--- src/rtl/vga_pix_feeder.sv ---
// Buffers wide DDR pixel words and unpacks one 24-bit RGB pixel per pix_req, flushing on vsync rise.
// Optional build macro PIX_FEED_UFLOW_CNT_EN adds a saturating underflow_cnt output.
module vga_pix_feeder #(
   parameter int WORD_W     = 128,
   parameter int FIFO_DEPTH = 16,
   parameter int FRAME_PIX  = 1228800
) (
   input  logic              clk,
   input  logic              rst,
   input  logic              vsync,
   input  logic              pix_req,
   output logic [23:0]       rgb_out,
   input  logic [WORD_W-1:0] s_data,
   input  logic              s_valid,
   output logic              s_ready,
   output logic              frame_start,
   output logic              frame_done,
`ifdef PIX_FEED_UFLOW_CNT_EN
   output logic [15:0]       underflow_cnt,
`endif
   output logic              underflow
);

   localparam int LANES = WORD_W / 32;
   localparam int LW    = (LANES > 1) ? $clog2(LANES) : 1;
   localparam int AW    = $clog2(FIFO_DEPTH);
   localparam logic [20:0]   FRAME_LIM = 21'(FRAME_PIX);
   localparam logic [LW-1:0] LAST_LANE = LW'(LANES - 1);
   localparam logic [LW-1:0] LANE_ONE  = LW'(1);
   localparam logic [AW:0]   PTR_ONE   = (AW+1)'(1);
   localparam logic [20:0]   CNT_ONE   = 21'd1;

   logic [WORD_W-1:0] mem_q [FIFO_DEPTH];
   logic [AW:0]       wr_ptr_q, wr_ptr_d, rd_ptr_q, rd_ptr_d;
   logic [WORD_W-1:0] cur_q, cur_d;
   logic              cur_valid_q, cur_valid_d;
   logic [LW-1:0]     lane_q, lane_d;
   logic [20:0]       pix_cnt_q, pix_cnt_d;
   logic [23:0]       rgb_q, rgb_d;
   logic              vsync_q, frame_start_q, underflow_q, underflow_d;
   logic              full, empty, flush, push, pop, served, unserved;

   assign flush    = vsync && !vsync_q;
   assign empty    = (wr_ptr_q == rd_ptr_q);
   assign full     = (wr_ptr_q[AW] != rd_ptr_q[AW]) && (wr_ptr_q[AW-1:0] == rd_ptr_q[AW-1:0]);
   assign s_ready  = !full && !flush;
   assign push     = s_valid && s_ready;
   // A flush cycle suppresses the pop so the cleared FIFO and cur stay consistent.
   assign pop      = (!cur_valid_q || (pix_req && cur_valid_q && lane_q == LAST_LANE)) && !empty && !flush;
   assign served   = pix_req && cur_valid_q && !flush;
   assign unserved = pix_req && !cur_valid_q && !flush;

   always_comb begin
      wr_ptr_d    = push ? wr_ptr_q + PTR_ONE : wr_ptr_q;
      rd_ptr_d    = pop  ? rd_ptr_q + PTR_ONE : rd_ptr_q;
      cur_d       = cur_q;
      cur_valid_d = cur_valid_q;
      lane_d      = lane_q;
      pix_cnt_d   = pix_cnt_q;
      underflow_d = underflow_q || unserved;
      rgb_d       = served ? cur_q[lane_q*32 +: 24] : 24'h000000;
      if (served && pix_cnt_q != FRAME_LIM)
         pix_cnt_d = pix_cnt_q + CNT_ONE;
      if (flush) begin
         wr_ptr_d    = '0;
         rd_ptr_d    = '0;
         cur_valid_d = 1'b0;
         lane_d      = '0;
         pix_cnt_d   = '0;
      end else if (pop) begin
         cur_d       = mem_q[rd_ptr_q[AW-1:0]];
         cur_valid_d = 1'b1;
         lane_d      = '0;
      end else if (served) begin
         if (lane_q == LAST_LANE) begin
            cur_valid_d = 1'b0;
            lane_d      = '0;
         end else begin
            lane_d = lane_q + LANE_ONE;
         end
      end
   end

   always_ff @(posedge clk) begin
      if (rst) begin
         wr_ptr_q      <= '0;
         rd_ptr_q      <= '0;
         cur_valid_q   <= 1'b0;
         lane_q        <= '0;
         pix_cnt_q     <= '0;
         rgb_q         <= '0;
         vsync_q       <= 1'b1;
         frame_start_q <= 1'b0;
         underflow_q   <= 1'b0;
      end else begin
         wr_ptr_q      <= wr_ptr_d;
         rd_ptr_q      <= rd_ptr_d;
         cur_valid_q   <= cur_valid_d;
         lane_q        <= lane_d;
         pix_cnt_q     <= pix_cnt_d;
         rgb_q         <= rgb_d;
         vsync_q       <= vsync;
         frame_start_q <= flush;
         underflow_q   <= underflow_d;
      end
   end

   always_ff @(posedge clk) begin
      if (push)
         mem_q[wr_ptr_q[AW-1:0]] <= s_data;
      cur_q <= cur_d;
   end

`ifdef PIX_FEED_UFLOW_CNT_EN
   logic [15:0] ucnt_q;
   always_ff @(posedge clk) begin
      if (rst)
         ucnt_q <= '0;
      else if (unserved && ucnt_q != 16'hFFFF)
         ucnt_q <= ucnt_q + 16'd1;
   end
   assign underflow_cnt = ucnt_q;
`endif

   assign rgb_out     = rgb_q;
   assign frame_start = frame_start_q;
   assign frame_done  = (pix_cnt_q == FRAME_LIM);
   assign underflow   = underflow_q;

endmodule
--- config.mk ---
export PLATFORM = sky130hd
export DESIGN_NAME = vga_pix_feeder
export DESIGN_NICKNAME = d
export VERILOG_FILES = /design/src/rtl/vga_pix_feeder.sv
export SDC_FILE = /design/constraint.sdc
export NUM_CORES = 2
export LEC_CHECK = 0
export ABC_AREA = 1
export BUFFER_PORTS_ARGS = -buffer_cell sky130_fd_sc_hd__buf_4
export CAP_MARGIN = 25
export CORE_MARGIN = 2
export CORE_UTILIZATION = 39
export DETAILED_ROUTE_END_ITERATION = 6
export GPL_TIMING_DRIVEN = 0
export PLACE_DENSITY_LB_ADDON = 0.3
export SYNTH_ARGS = -nofsm -noshare
export SYNTH_HDL_FRONTEND = slang
export SYNTH_SLANG_ARGS = --single-unit
export TNS_END_PERCENT = 1
--- constraint.sdc ---
create_clock -name clk -period 5.8 [get_ports clk]
set_clock_uncertainty 0.05 [all_clocks]
set_input_delay 0.58 -clock clk [delete_from_list [all_inputs] [get_ports clk]]
set_output_delay 0.58 -clock clk [all_outputs]
set_load 0.02 [all_outputs]
# After elaboration in Yosys (flattened, before gate mapping)
# Memories as Yosys holds them, arrays and structs flattened. A register that Yosys moved wholly into a read port is not among the register bits.
# Index checks and enable logic that the tools add are counted.
# totals
register_bits,61
latchBits,0
mem_bits_rw,2048
rom_bits,0
in_bits,133
output_inout_bits,28
wordCells,55
memories,1
# classes
n_addsub,4
multipliers,0
n_div,0
order_cmp,0
eq_ne,6
shift,1
n_mux,6
n_bitwise,2
n_reduce_logical,26
# mem_list
name,depth,width,rd,rd_clocked_by_memory_dff,write_ports,line,source
mem_q,16,128,1,1,1,33,logic [WORD_W-1:0] mem_q [FIFO_DEPTH];
# op_table
cell,n
$shiftx 128x8->24,1
$add 21x1->21 const B,1
$eq 21x21->1 const B,1
$ne 21x21->1 const B,1
$logic_and 1x1->1,12
$add 5x1->5 const B,2
$eq 5x5->1,1
$logic_not 1->1,5
$mux 1,5
$eq 4x4->1,1
$reduce_and 2->1,2
$reduce_bool 2->1,2
$reduce_or 2->1,2
$reduce_or 3->1,1
$add 2x1->2 const B,1
$eq 2x2->1 const B,1
$logic_or 1x1->1,2
$mux 2,1
$not 1->1,2
$ne 1x1->1,1

# Longest topological paths before layout
# logic_depth
ltp_word,7
ltp_mapped,11
mapped_depth_nobuf,9

# Worst setup path before layout
# OpenSTA, ideal clock, no wires.
# synth_path
path_kind,register -> register
start,reg rd_ptr_q[0]
end,"mem mem_q[0][0], enable pin"
setup_ns,0.551
arrival_ns,5.215
required_ns,5.199
slack_ns,-0.016
stages_incl_launch_ff,12
path_buffers,2
period_less_slack_ns,5.816
path_cell_list,dfxtp_1 buf_6 inv_4 buf_6 nand2_1 nand2_1 nor2_2 nand3_2 nand3_2 inv_2 nand2_1 nor2_1
# synth_via
elab_chain_cells,7
# synth_lines
element,line,source
start: declaration,34,"logic [AW:0] wr_ptr_q, wr_ptr_d, rd_ptr_q, rd_ptr_d;"
start signal: assignment,97,rd_ptr_q <= rd_ptr_d;
$eq 4x4->1,45,assign full = (wr_ptr_q[AW] != rd_ptr_q[AW]) && (wr_ptr_q[AW-1:0] == rd_ptr_q[AW-1:0]);
$logic_and 1x1->1,45,
$logic_not 1->1,46,assign s_ready = !full && !flush;
$logic_and 1x1->1,46,
$logic_and 1x1->1,47,assign push = s_valid && s_ready;
$mux 1,109,if (push)
$mux 1 (implied by the code),110,mem_q[wr_ptr_q[AW-1:0]] <= s_data;
end: declaration,33,
# Every way passes these cells.

# Worst setup path in the final report
# layout_path
start,reg rd_ptr_q[1]
end,"mem mem_q[12][5], enable pin"
# The elaborated chain is that of the path after synthesis.

==> flow_summary.toml <==
[timing]
worst_hold_slack_ns = 0.0416
fmax_mhz = 260
worst_pin_slew_ns = 1.09
fin_crit_sh_pct = 66.3
max-slew-margin-rel_pct = 27.1
fin_crit_ns = 3.85
slew_viol_final = 0
setup_tns_ns = 0
setup_viol = 0
rsz0062_at_grt = "no"
hold_viol_final = 0

[clock_network]
clk_latency_ns = 0.82
tritoncts = "yes"
cts_root_buf = "clkbuf_16"
ctsResizeCount = 0
clockBufferDepth = 3
cts-hold-fix-buffers = 55
clock-sinks = 1693
cts.clk_slew.worst_paths_ns = 0.07
cts_max_level = 4
cts_buffers = 166
postCtsSetupBuffers = 0

[floorplanning]
initial_utilization_pct = 39.3
dieArea_um2 = 172000
fp.coreArea_um2 = 167000
die_x_um = 414
die_y_um = 414
rows = 150
num_io_pins = 161

[worst_setup_path]
cp.arrival_ns = 4.28
end_kind = "flip-flop"
cpMostUsedCell = "nand2_1"
setup.worst_path.start_class = "flip-flop"
cp_cell_sequence = "buf_2 > inv_2 > nand2_1 > nand2_1 > nor2_2 > nand3_2 > nand3_2 > inv_2 > nand2_1 > nor2_4 > buf_12 > buf_12"
cp_max_fo = 26
cpPeakStageDelay_ns = 0.80
critPathBufInv = 5
worstPathRequired_ns = 6.23
cp_top_family = "simple AND/OR/NAND/NOR gates"
critical_path_class = "reg -> reg"
worst_path_max_delay_cell = "nor2_4"

[placed_design]
dp_hpwl_mm = 134
dp.cells = 7344
gp_congestion = 0.901
place.port_buffers = 128

[job]
max_cap_violations = 0

[drt]
drc = 0
drt-pass1-iter-count = 6
met1_length_mm = 78.1
wire_per_inst_um = 25.9
route.met2.wl_mm = 95.3
antenna_left = 0
top_layer_used = "met5"
via_count = 42700
drt_iter0_drc = 5048
wl_met3_mm = 16.1
drt-vias-per-instance = 5.54
wirelength_mm = 199

[synthesis]
synth_top_area_cell = "edfxtp_1"
synth_top_area_share_pct = 74.6
ys_seq_area_share_pct = 76.4
synthCells = 4951
syn_area_um2 = 65700
postSynthAreaPerCell_um2 = 13.3
yosys.cell_types.count = 32
synthTopCellsByArea = "edfxtp_1 (75%), nor2_1 (6.1%), o21ai_0 (6.0%)"
ys_ff_latch = 1693
syn_nets = 5092
ys_warn_count = 0

[cells_and_area]
final_core_util_pct = 45.8
layout_common_cells = "edfxtp_1 (1,632), nor2_1 (1,048), o21ai_0 (789), nand2_1 (296), clkbuf_1 (228)"
fillers = 14700
final_common_cell = "edfxtp_1"
area_delta_synth_final_pct = 16.4
fin_cells = 7705
drive_gt1_share_pct = 10.8
fin_nets = 5508

[outcome]
status = "complete, no violations"

[power_and_ir_drop]
static-leakage-power_nw = 24.7
irDropWorstVdd_mv = 0.254
power_density_nw_per_um2 = 398
power_mw = 30.4

[grt]
grt_pass1_vias = 41300
grt_util_all_layers_pct = 22.7
grt-ovfl-total = 0
antenna_found_initial = 14
grt_pass1_wl_mm = 285
grt_max_degree = 53

[min_path]
hold_class = "in -> reg"
power breakdown:
part	switching (mW)	total, mW	internal (mW)
logic	4.42	5.96	1.55
clock network	4.60	10.3	5.70
registers	0.208	14.2	13.9
total	9.22	30.4	21.2
cells in the mapped netlist (all sizes together):
library cell	instances
nand2	307
nand3	177
ha	8
a31oi	2
nor2	1068
o22ai	192
dfxtp	61
inv	36
buf	140
clkinv	1
clkbuf	194
and3	2
o221ai	58
o211ai	134
nor3	2
xnor2	10
a21oi	48
xor2	11
o21ai	862
nand4	5
edfxtp	1632
or2	1
cell type report:
type | instances | area [µm²] | area share (%)
Sequential cell | 1693 | 50200 | 65.6
Multi-Input combinational cell | 2887 | 13900 | 18.1
Clock buffer | 210 | 4460 | 5.82
Timing Repair Buffer | 248 | 2820 | 3.68
Tap cell | 2204 | 2760 | 3.60
Buffer | 334 | 1580 | 2.07
Clock inverter | 87 | 636 | 0.831
Inverter | 37 | 144 | 0.188
Antenna cell | 5 | 12.5 | 0.0164
path summary, 6_finish.rpt:
path                    start  slack (ns)      endpoint  depth (start not counted)
setup reg to reg  rd_ptr_q[1]        1.95  mem_q[12][5]                         12
hold / removal     s_data[39]        0.04  mem_q[1][39]                          1
setup / recovery  rd_ptr_q[1]        1.95  mem_q[12][5]                         12
hold reg to reg     underflow        0.43     underflow                          2
cells by family after synthesis:
| family | count (synthesis) | share of synthesized area, % |
|---|---|---|
| flops | 1693 | 76.4 |
| simple gates | 1562 | 9.38 |
| compound gates | 1296 | 11.1 |
| buf+inv | 371 | 2.62 |
| xor+xnor | 21 | 0.280 |
| fa+ha+maj | 8 | 0.152 |
per-layer routing:
layer / vias up / GRT usage (%)
met5: - / 0
met4: 4 / 11.1
met3: 359 / 4.68
met2: 1838 / 37.0
met1: 21300 / 28.9
li1: 19200 / -
through the flow:
stage          setup WS (ns)  cell area [µm²]
5_1_grt                 1.83            76500
3_3_place_gp           -4.88            69400
2_1_floorplan        -0.0160            65700
4_1_cts                 2.02            76500
3_5_place_dp            2.07            70800
6_report                1.95            76500
sequential cells by signal (all words and copies together) (netlist names):
signal       count
rgb_out         24
cur_valid_q      1
underflow        1
wr_ptr_q         5
cur_q           96
frame_start      1
pix_cnt_q       21
vsync_q          1
mem_q         1536
rd_ptr_q         5
lane_q           2
(Power assumes the default switching activity.)
